File: src/rtl/arb_wrr_lock.sv
// Registered weighted round-robin arbiter with per-packet grant lock.
// Optional lock timeout and forced release are enabled by defining ARB_WRR_TIMEOUT_EN.
module arb_wrr_lock #(
    parameter int WIDTH  = 4,
    parameter int WT_W   = 4,
    parameter int TO_CYC = 255,
    localparam int IDX_W = (WIDTH > 1) ? $clog2(WIDTH) : 1
) (
    input  logic                    clk,
    input  logic                    rst_n,
    input  logic [WIDTH-1:0]        v_req,
    input  logic [WIDTH-1:0]        v_last,
    input  logic [WIDTH*WT_W-1:0]   v_weight,
    input  logic                    ack,
    output logic [WIDTH-1:0]        v_grant,
    output logic                    grant_vld,
    output logic [IDX_W-1:0]        grant_idx,
    output logic                    to_err
);

    localparam logic [0:0] ST_IDLE = 1'b0;
    localparam logic [0:0] ST_BUSY = 1'b1;

    logic [0:0]          state;
    logic [IDX_W-1:0]    ptr;
    logic [WT_W-1:0]     credit;

    logic [IDX_W-1:0]    next_ptr;
    logic [IDX_W-1:0]    scan_start;
    logic [2*WIDTH-1:0]  rot_full;
    logic [WIDTH-1:0]    rot;
    logic                win_found;
    logic [IDX_W-1:0]    win;
    logic [WIDTH-1:0]    win_onehot;
    logic [WT_W-1:0]     win_weight;
    logic                done;
    logic                keep;
    logic                timeout;
    logic                turn_end;

    function automatic logic [IDX_W-1:0] wrap_add(input logic [IDX_W-1:0] base, input int offs);
        int s;
        s = int'(base) + offs;
        if (s >= WIDTH) s = s - WIDTH;
        return IDX_W'(s);
    endfunction

    // In BUSY the scan always starts just past the owner, so the owner is considered last.
    always_comb begin
        next_ptr   = wrap_add(grant_idx, 1);
        scan_start = (state == ST_BUSY) ? next_ptr : ptr;
        rot_full   = {v_req, v_req} >> scan_start;
        rot        = rot_full[WIDTH-1:0];
        win_found  = 1'b0;
        win        = '0;
        for (int k = 0; k < WIDTH; k++) begin
            if (!win_found && rot[k]) begin
                win_found = 1'b1;
                win       = wrap_add(scan_start, k);
            end
        end
        win_onehot = WIDTH'(1) << win;
        win_weight = v_weight[int'(win)*WT_W +: WT_W];
    end

    assign done     = (state == ST_BUSY) && ack && v_last[grant_idx];
    assign keep     = done && (credit != '0) && v_req[grant_idx];
    assign turn_end = (done && !keep) || timeout;

    always_ff @(posedge clk or negedge rst_n) begin
        if (!rst_n) begin
            state     <= ST_IDLE;
            ptr       <= '0;
            credit    <= '0;
            v_grant   <= '0;
            grant_idx <= '0;
        end else if (state == ST_IDLE) begin
            if (win_found) begin
                v_grant   <= win_onehot;
                grant_idx <= win;
                credit    <= win_weight;
                state     <= ST_BUSY;
            end
        end else if (keep) begin
            credit <= credit - WT_W'(1);
        end else if (turn_end) begin
            ptr <= next_ptr;
            if (win_found) begin
                v_grant   <= win_onehot;
                grant_idx <= win;
                credit    <= win_weight;
            end else begin
                v_grant <= '0;
                state   <= ST_IDLE;
            end
        end
    end

    assign grant_vld = |v_grant;

`ifdef ARB_WRR_TIMEOUT_EN
    localparam int CNT_W = (TO_CYC > 1) ? $clog2(TO_CYC + 1) : 1;

    logic [CNT_W-1:0] lock_cnt;
    logic             to_err_r;

    // Fires on the TO_CYC-th consecutive BUSY cycle without ack.
    assign timeout = (state == ST_BUSY) && !ack && (lock_cnt == CNT_W'(TO_CYC - 1));

    always_ff @(posedge clk or negedge rst_n) begin
        if (!rst_n) begin
            lock_cnt <= '0;
            to_err_r <= 1'b0;
        end else begin
            to_err_r <= timeout;
            if (state != ST_BUSY || ack || turn_end) lock_cnt <= '0;
            else                                     lock_cnt <= lock_cnt + CNT_W'(1);
        end
    end

    assign to_err = to_err_r;
`else
    logic [31:0] unused_to_cyc;
    assign unused_to_cyc = TO_CYC;
    assign timeout       = 1'b0;
    assign to_err        = 1'b0;
`endif

endmodule
File: config.mk
export PLATFORM = sky130hd
export DESIGN_NAME = arb_wrr_lock
export DESIGN_NICKNAME = d
export VERILOG_FILES = /design/src/rtl/arb_wrr_lock.sv
export SDC_FILE = /design/constraint.sdc
export NUM_CORES = 1
export LEC_CHECK = 0
export ABC_CLOCK_PERIOD_IN_PS = 2500
export CAP_MARGIN = 20
export CORE_AREA = 2 2 55 57
export CTS_CLUSTER_DIAMETER = 30
export DETAILED_ROUTE_END_ITERATION = 8
export DIE_AREA = 0 0 57 59
export PLACE_DENSITY = 0.7
export SYNTH_ARGS = -nofsm -noshare
export SYNTH_HDL_FRONTEND = slang
export SYNTH_SLANG_ARGS = --single-unit
File: constraint.sdc
create_clock -name clk -period 2.5 [get_ports clk]
set_input_delay 0.75 -clock clk [delete_from_list [all_inputs] [get_ports clk]]
set_output_delay 0.75 -clock clk [all_outputs]
set_load 0.02 [all_outputs]
==> After elaboration in Yosys (flattened, before gate mapping) <==
Cells that the tools add are included.
{ "totals": {"reg_bits": 13, "latch_bits": 0, "mem_bits_rw": 0, "romBits": 0, "input_bits": 27, "out_inout_bits": 8, "word_cells": 81, "n_memories": 0} }
{ "classes": {"add_sub_neg": 10, "n_mul": 0, "div": 0, "n_lt_le_gt_ge": 6, "eq_ne": 3, "n_shift": 3, "n_mux": 35, "bitwise_logic": 1, "n_reduce_logical": 18} }
{ "op_table": {"columns": ["operator", "n"], "rows": [
  ["$mux 4", 9],
  ["$mux 2", 14],
  ["$shiftx 16x5->4", 1],
  ["$ge 3x3->1 const B", 4],
  ["$mux 1", 10],
  ["$sub 2x1->2 const B", 5],
  ["$logic_and 1x1->1", 8],
  ["$shr 8x2->4", 1],
  ["$add 2x1->3 const B", 2],
  ["$add 2x2->3 const B", 2],
  ["$reduce_and 3->1", 2],
  ["$bmux 1 s2", 2],
  ["$logic_not 1->1", 4],
  ["$reduce_bool 4->1", 1],
  ["$reduce_or 4->1", 1],
  ["$shl 1x2->4 const A", 1],
  ["$sub 4x1->4 const B", 1],
  ["$ge 2x3->1 const B", 1],
  ["$lt 2x3->1 const B", 1],
  ["$ne 3x2->1 const B", 1],
  ["$ne 2x1->1 const B", 1],
  ["$ne 2x2->1 const B", 1],
  ["$reduce_and 2->1", 1],
  ["$reduce_bool 2->1", 1],
  ["$not 1->1", 1]
]} }

==> Longest topological paths before layout <==
Gate-level depths: netlist (run 1).
{ "depth": {"word_depth": 20, "mapped_depth": 8, "ltp_nobuf": 8} }

==> Least setup slack after synthesis (run 1) <==
OpenSTA, ideal clock, no wires.
{ "synth_timing": {"path_type": "input to register", "from": "input v_req[3]", "to": "register credit[1]", "setup_time_ns": 0.132, "arrival_time_ns": 1.985, "required_ns": 2.368, "slack_ns": 0.383, "cell_stages": 6, "n_path_buf": 0, "path_cell_list": "mux4_2 > o31a_1 > o21ai_2 > and3b_4 > and3b_1 > a211oi_2"} }
{ "synth_between": {"elab_chain_cells": 16, "elab_cells_between_ends": 26, "classes_between": "eq/ne (1); shift (2); mux (14); reduce/logical (9)"} }
{ "synth_lines": {"columns": ["element", "line_no", "rtl"], "rows": [
  ["start: declaration", "11", "input logic [WIDTH-1:0] v_req,"],
  ["$shr 8x2->4", "52", "rot_full = {v_req, v_req} >> scan_start;"],
  ["$mux 1", "57", "if (!win_found && rot[k]) begin"],
  ["$logic_not 1->1", "57", null],
  ["$logic_and 1x1->1", "57", null],
  ["$mux 1", "57", null],
  ["$logic_not 1->1", "57", null],
  ["$logic_and 1x1->1", "57", null],
  ["$mux 1", "57", null],
  ["$logic_not 1->1", "57", null],
  ["$logic_and 1x1->1", "57", null],
  ["$mux 2", "57", null],
  ["$shiftx 16x5->4", "63", "win_weight = v_weight[int'(win)*WT_W +: WT_W];"],
  ["$mux 4", "78, 88", null],
  ["$mux 4", "86", "end else if (turn_end) begin"],
  ["$mux 4", "84", "end else if (keep) begin"],
  ["$mux 4", "77", "end else if (state == ST_IDLE) begin"],
  ["end signal: assignment", "81", "credit <= win_weight;"],
  ["end signal: assignment", "85", "credit <= credit - WT_W'(1);"],
  ["end signal: assignment", "91", "credit <= win_weight;"],
  ["end: declaration", "26", "logic [WT_W-1:0] credit;"]
]} }
Several ways; a longest one is shown, not always the timed one. The select of a mux whose other input is x is not followed.
A chain may end at the register's enable or synchronous reset.

==> Worst setup path after layout (run 1) <==
{ "layout_timing": {"from": "input v_req[2]", "to": "register credit[1]"} }
Same word-level chain as after synthesis.

==> summary.md, run 1 <==
| Metric | Value |
|---|---|
| Outcome | `finished clean` |
| CP Capture Type | `flop` |
| Worst reg2reg startpoint | `grant_idx[1]` |
| Die area | `between 3000 and 4000 sq um` |
| Vias post-DR | `~1,000` |
| Row cnt | `19` |
| Synth Net Count | `roughly 130` |
| Ys async rst share | `1.00` |
| Post-layout nets | `180` |
| Initial Utilization | `0.374` |
| TritonCTS Sinks | `13` |
| Worst Setup SP | `v_req[2]` |
| Reg2Reg Depth | `6` |
| Post-synth top flop | `dfrtp_1` |
| CP peak stage delay | `approximately 0.5 ns` |
| Number of synthesized flops with an enable pin | `0` |
| Max FO, Critical Path | `6` |
| GRT overflow | `0` |
| RR Endpoint | `credit[1]` |
| Setup violators final | `0` |
| Hold Crit Class | `reg2reg` |
| Worst EP required | `2.67 ns` |
| Worst-skew pair later-pin latency | `between 0.2 and 0.3 ns` |
| Cell Chain, Critical Path | `clkdlybuf4s50_1, or3b_2, a21oi_2, nor3_4, nand2_4, mux2i_1, a211oi_2` |
| Pwr dens | `~900 nW/um^2` |
| Critical path's top delay family | `simple AND/OR/NAND/NOR gates` |
| Clk pin slew, worst setup/hold paths | `approximately 0.09 ns` |
| Fmax | `between 400 and 500 MHz` |
| Vias per Instance | `between 5 and 6` |
| Number of diodes | `0` |
| GRT Total Usage | `0.170` |
| Arrival time worst endpoint | `between 2 and 3 ns` |
| Final WL | `~2.6 mm` |
| Pre-antenna DRT Iters | `4` |
| CTS tree | `yes` |
| Largest area contributor in the netlist | `dfrtp_1` |
| # DRC | `0` |
| Hold Fails Final Rpt | `0` |
| Top post-synthesis cells by area | `dfrtp_1 (32%), mux2i_1 (6.9%), mux4_2 (4.4%), o32ai_4 (2.7%), a21oi_1 (2.5%)` |
| Die Wd | `about 57 um` |
| Post-synthesis cell type count | `between 50 and 60` |
| TNS Setup | `0 ns` |
| FF-to-FF setup slack | `0.45 ns` |
| Worst hold slack | `between 0.5 and 0.6 ns` |
| Share of layout cells above drive strength 1 | `0.232` |
| Count of pins over their slew limit | `0` |
| Ys Warns | `0` |
| Syn Area/Cell | `9.85 sq um` |
| CTS Buffer Depth | `2` |
| Hold Buf Count CTS | `0` |
| Die H | `between 50 and 60 um` |
| Post-Syn Area | `a little over 1000 sq um` |
| RSZ-0062 raised after global routing | `false` |
| First-pass GRT wire length | `between 4 and 5 mm` |
| DRT iter0 DRCs | `27` |
| Area added between synthesis and finish | `47.8%` |
| Critical Path End | `credit[1]` |
| Buf+Inv Stages, Crit Path | `1` |
| Rel. slew slack | `0.609` |
| Tmin final | `roughly 2.4 ns` |
| Synth top area share | `0.321` |
| Placer Congestion | `0.792` |
| IO Pins | `35` |
| Cells after Synth | `~100` |
| Type of origin of the critical path | `primary input` |
| Final Cycle Share | `0.943` |
| Port Buf Inserts | `33` |
| Sequential share of the synthesized area | `0.321` |
| Final Core Density | `0.554` |
| Initial antenna violation count | `0` |
| Num CTS Buffers | `3` |
| H-tree depth | `1` |
| Worst slew pin tran | `a little under 0.6 ns` |
| HPWL after detailed placement | `just over 2 mm` |
| CTS Root Cell | `clkbuf_4` |
| Avg WL per Cell | `roughly 14 um` |
| Max Cap Viol | `0` |
| Vias in the first global route | `between 1,000 and 1,500` |
| Largest net degree at the start of global routing | `18` |
| Max rail drop VDD | `roughly 0.0006 V` |
| Worst setup path class | `in2reg` |
| #FFs+latches synth | `13` |
| Final ANT Viol Nets | `0` |
| Core Region | `between 2000 and 3000 sq um` |
| Clock skew | `approximately 0.014 ns` |
| Leak | `~0.00063 uW` |
| CP Depth | `7` |
| Worst-path cell with the longest stage delay | `clkdlybuf4s50_1` |
[cell usage after synthesis, types with 2 or more instances]
cell / n
nor2_1: 6
a22o_1: 2
dfrtp_1: 13
o21ai_1: 3
nand2b_1: 2
mux2i_1: 7
o22ai_1: 2
nand4_1: 2
buf_4: 2
o21ai_0: 3
a21oi_1: 5
inv_1: 6
nand3b_1: 2
a221oi_1: 2
mux4_2: 2
nand3_1: 3
nand2_1: 6
[registers in the layout (all words and copies together), names as in the netlist]
name,cells
grant_idx,2
state,1
credit,4
ptr,2
v_grant,4
[report_power, final]
group / leakage [uW] / switching, uW / internal, uW
sequential: 0.000153 / 118 / 300
combinational: 0.000464 / 399 / 438
clock: 0.0000150 / 69.5 / 62.0
[worst min-delay path by stage]
stage	end	from	cells past startpoint
CTS	v_grant[3]	v_grant[3]	1
floorplan	credit[0]	rst_n	0
global route	v_grant[2]	v_grant[2]	1
detailed placement	v_grant[3]	v_grant[3]	1
finish	v_grant[3]	v_grant[3]	1
global placement	v_grant[1]	v_grant[1]	2
[through the flow]
step                power (uW)  instance area (sq um)  worst slack (ns)  instances
detailed placement        1260                   1470            -0.143        178
global placement          1240                   1470            -0.151        178
finish                    1390                   1500             0.142        182
CTS                       1390                   1490             0.154        182
floorplan                  940                   1010             0.383        103
global route              1500                   1500            0.0115        182
[layout by cell type, fill, tap and decap left out, drive strengths merged, types with 3 or more instances in the layout]
| cell type | n |
|---|---|
| nand2b | 3 |
| o21ai | 7 |
| clkdlybuf4s50 | 32 |
| mux2i | 7 |
| buf | 15 |
| dfrtp | 13 |
| a21oi | 5 |
| inv | 6 |
| clkbuf | 4 |
| nor2 | 6 |
| nand2 | 8 |
| nand3 | 3 |
[repair_timing]
action	in CTS	in global routing
setup buffers	0	0
setup endpoints to repair	1	2
gates resized for setup	1	2
[cell type report]
cell class | instances | area (sq um)
multi-input combinational | 80 | 646
fill | 265 | 1210
timing repair buffer | 48 | 442
clock buffer | 4 | 26.3
tap | 31 | 38.8
sequential | 13 | 325
inverter | 6 | 22.5
[layer usage]
metal,vias to the layer above,part of all wire,track usage
met1,484,0.44,0.218
met4,0,0.018,0.0698
met5,-,0,0
li1,489,-,-
met3,5,0.049,0.0262
met2,30,0.49,0.287
[logic make-up after synthesis]
logic type                 Yosys count  share of synthesized area
muxes                               10                      0.125
adders and majority gates            1                     0.0123
DFF                                 13                      0.321
xor gates and xnor gates             2                     0.0173
AOI/OAI and AO/OA                   29                      0.232
other                                1                    0.00370
and+or+nand+nor                     37                      0.237
buffers and inverters               10                     0.0530
Note: power is estimated with default switching activity, not from simulation.
==> inputs of run 2 (changes only) <==
Settings changed: SLEW_MARGIN set to 20.
==> results of run 2 <==
Same layout as run 1: the final DEF is identical, and so are final timing and power.
==> inputs of run 3 (changes only) <==
Settings changed: ABC_CLOCK_PERIOD_IN_PS 2500 to 2900, SETUP_SLACK_MARGIN set to 0.02, SKIP_CTS_REPAIR_TIMING set to 1.
Clock period 2.5 ns to 2.9 ns, I/O delays scaled along.
==> run 3 against run 2 <==
Clock skew decreased by 0.0099 ns. Clock power shrank 16%. Power down 17%. First-iteration DRC count shrank 56%. Design area down 5.6%. Global-route usage down 1.3 points. Sequential share of layout area grew 1.3 points. Sequential power down 12%. Via count shrank 3.4%. Critical path depth fell by 5. Flip-flop and latch count did not move.
==> summary.md, run 3 (same netlist as run 1, synthesis figures left out) <==
| Metric | Value |
|---|---|
| Sw Ratio | `0.431` |
| Core Region | `between 2000 and 3000 sq um` |
| Clk pin slew, worst setup/hold paths | `approximately 0.070 ns` |
| Critical hold path startpoint | `v_grant[1]` |
| Initial antenna violation count | `0` |
| Initial Utilization | `0.374` |
| Row cnt | `19` |
| Area taken by multi-input logic gates | `636 sq um` |
| Die Wd | `approximately 57 um` |
| Internal Pwr Total | `roughly 660 uW` |
| Clock skew | `0.00428 ns` |
| TritonCTS Sinks | `13` |
| Cell Chain, Critical Path | `or4_1, clkdlybuf4s50_1` |
| Final Cycle Share | `0.896` |
| Type of origin of the critical path | `flop` |
| Port Buf Inserts | `33` |
| Final ANT Viol Nets | `0` |
| FF-to-FF setup slack | `0.77 ns` |
| Rel. slew slack | `0.617` |
| Worst reg2reg startpoint | `state` |
| Hold Crit Class | `reg2reg` |
| Max rail drop VDD | `0.000598 V` |
| Worst EP required | `roughly 2.0 ns` |
| Hold Crit Depth | `2` |
| Arrival time worst endpoint | `1.73 ns` |
| Share of layout cells above drive strength 1 | `0.170` |
| Area added between synthesis and finish | `39.6%` |
| Leak | `between 0.0005 and 0.0006 uW` |
| Fillers | `approximately 270` |
| TNS Setup | `0 ns` |
| Commonest cells after routing, fill and taps aside | `clkdlybuf4s50_1 (33), dfrtp_1 (13), mux2i_1 (7)` |
| CP peak stage delay | `0.55 ns` |
| Fmax | `385 MHz` |
| Final WL | `2.56 mm` |
| RSZ-0062 raised after global routing | `false` |
| Sequential cell area | `325 sq um` |
| Max Cap Viol | `0` |
| RR Endpoint | `credit[2]` |
| Count of pins over their slew limit | `0` |
| Pwr dens | `815 nW/um^2` |
| Pre-antenna DRT Iters | `4` |
| Vias in the first global route | `between 900 and 1,000` |
| IO Pins | `35` |
| Vias per Instance | `approximately 5.7` |
| Die area | `around 3400 sq um` |
| H-tree depth | `1` |
| Vias post-DR | `around 970` |
| First-pass GRT wire length | `4.13 mm` |
| DRT iter0 DRCs | `12` |
| Reg2Reg Depth | `6` |
| NetSw | `approximately 500 uW` |
| Placer Congestion | `0.880` |
| Final Core Density | `0.523` |
| Worst slew pin tran | `0.572 ns` |
| Largest net degree at the start of global routing | `18` |
| # DRC | `0` |
| Die H | `59 um` |
| CTS tree | `yes` |
| Tmin final | `approximately 2.6 ns` |
| Number of diodes | `0` |
| GRT overflow | `0` |
| Worst setup path class | `reg2out` |
| HPWL after detailed placement | `between 2 and 2.5 mm` |
| Avg WL per Cell | `between 10 and 15 um` |
| Worst-skew pair later-pin latency | `0.27 ns` |
| CTS Buffer Depth | `2` |
| Comb pwr share | `0.588` |
| Hold Fails Final Rpt | `0` |
| Clock power frac | `0.096` |
| Worst-path cell with the longest stage delay | `clkdlybuf4s50_1` |
| GRT Total Usage | `0.157` |
| Hold Path End | `v_grant[1]` |
| Outcome | `finished clean` |
| Max FO, Critical Path | `3` |
| CP Capture Type | `primary output` |
| CTS Root Cell | `clkbuf_4` |
| Num CTS Buffers | `3` |
| Commonest non-fill, non-tap cell in the layout | `clkdlybuf4s50_1` |
| Post-layout nets | `between 150 and 200` |
| Register share of total power | `0.317` |
| Setup violators final | `0` |
| Top Registers | `credit (4), v_grant (4)` |
| Tot Pwr | `approximately 1200 uW` |
[run 3: cell count changes in the layout (fill, tap and decap cells not counted), sizes merged]
cell | before | now
clkdlybuf4s50 | 32 | 33
dlygate4sd2 | 1 | 0
buf | 15 | 5
[run 3: through the flow]
stage | hold WS [ns] | setup WS, ns | instances | cell area [sq um]
finish | 0.526 | 0.302 | 172 | 1420
global route | 0.563 | 0.225 | 172 | 1420
global placement | 0.508 | 0.0882 | 168 | 1390
floorplan | 0.532 | 0.663 | 103 | 1010
CTS | 0.532 | 0.292 | 172 | 1420
detailed placement | 0.508 | 0.0430 | 168 | 1390
[run 3: cell type report]
cell class	instances	share of cell area
multi-input combinational	80	0.449
inverter	6	0.0159
clock buffer	4	0.0186
sequential	13	0.230
timing repair buffer	38	0.260
tap	31	0.0274
[run 3: worst max-delay path by stage]
stage | to | slack, ns | start
after floorplan | credit[1] | 0.66 | v_req[3]
after global placement | credit[1] | 0.09 | v_req[2]
after detailed placement | credit[2] | 0.04 | v_req[0]
after CTS | grant_vld | 0.29 | v_grant[0]
after global routing | credit[0] | 0.23 | v_req[0]
final | grant_vld | 0.30 | v_grant[1]
[run 3: worst max-delay path: cells and delay by family (launching register included)]
family	cells	cell delay, ns
flops	1	0.40
simple gates	1	0.51
buf+inv	1	0.55
[run 3: layer usage]
metal / wire (um) / global-route usage / share of wire / up-vias
li1: - / - / - / 472
met4: 14 / 0.0498 / 0.0055 / 0
met5: 0 / 0 / 0 / -
met2: 1220 / 0.269 / 0.48 / 32
met3: 138 / 0.0197 / 0.054 / 2
met1: 1190 / 0.207 / 0.47 / 468
[run 3: power groups by stage]
stage / clock network, uW / logic (uW) / registers [uW]
global placement: 0 / 663 / 362
floorplan: 0 / 455 / 355
CTS: 112 / 682 / 364
finish: 110 / 679 / 366
detailed placement: 0 / 676 / 365
global route: 120 / 735 / 378
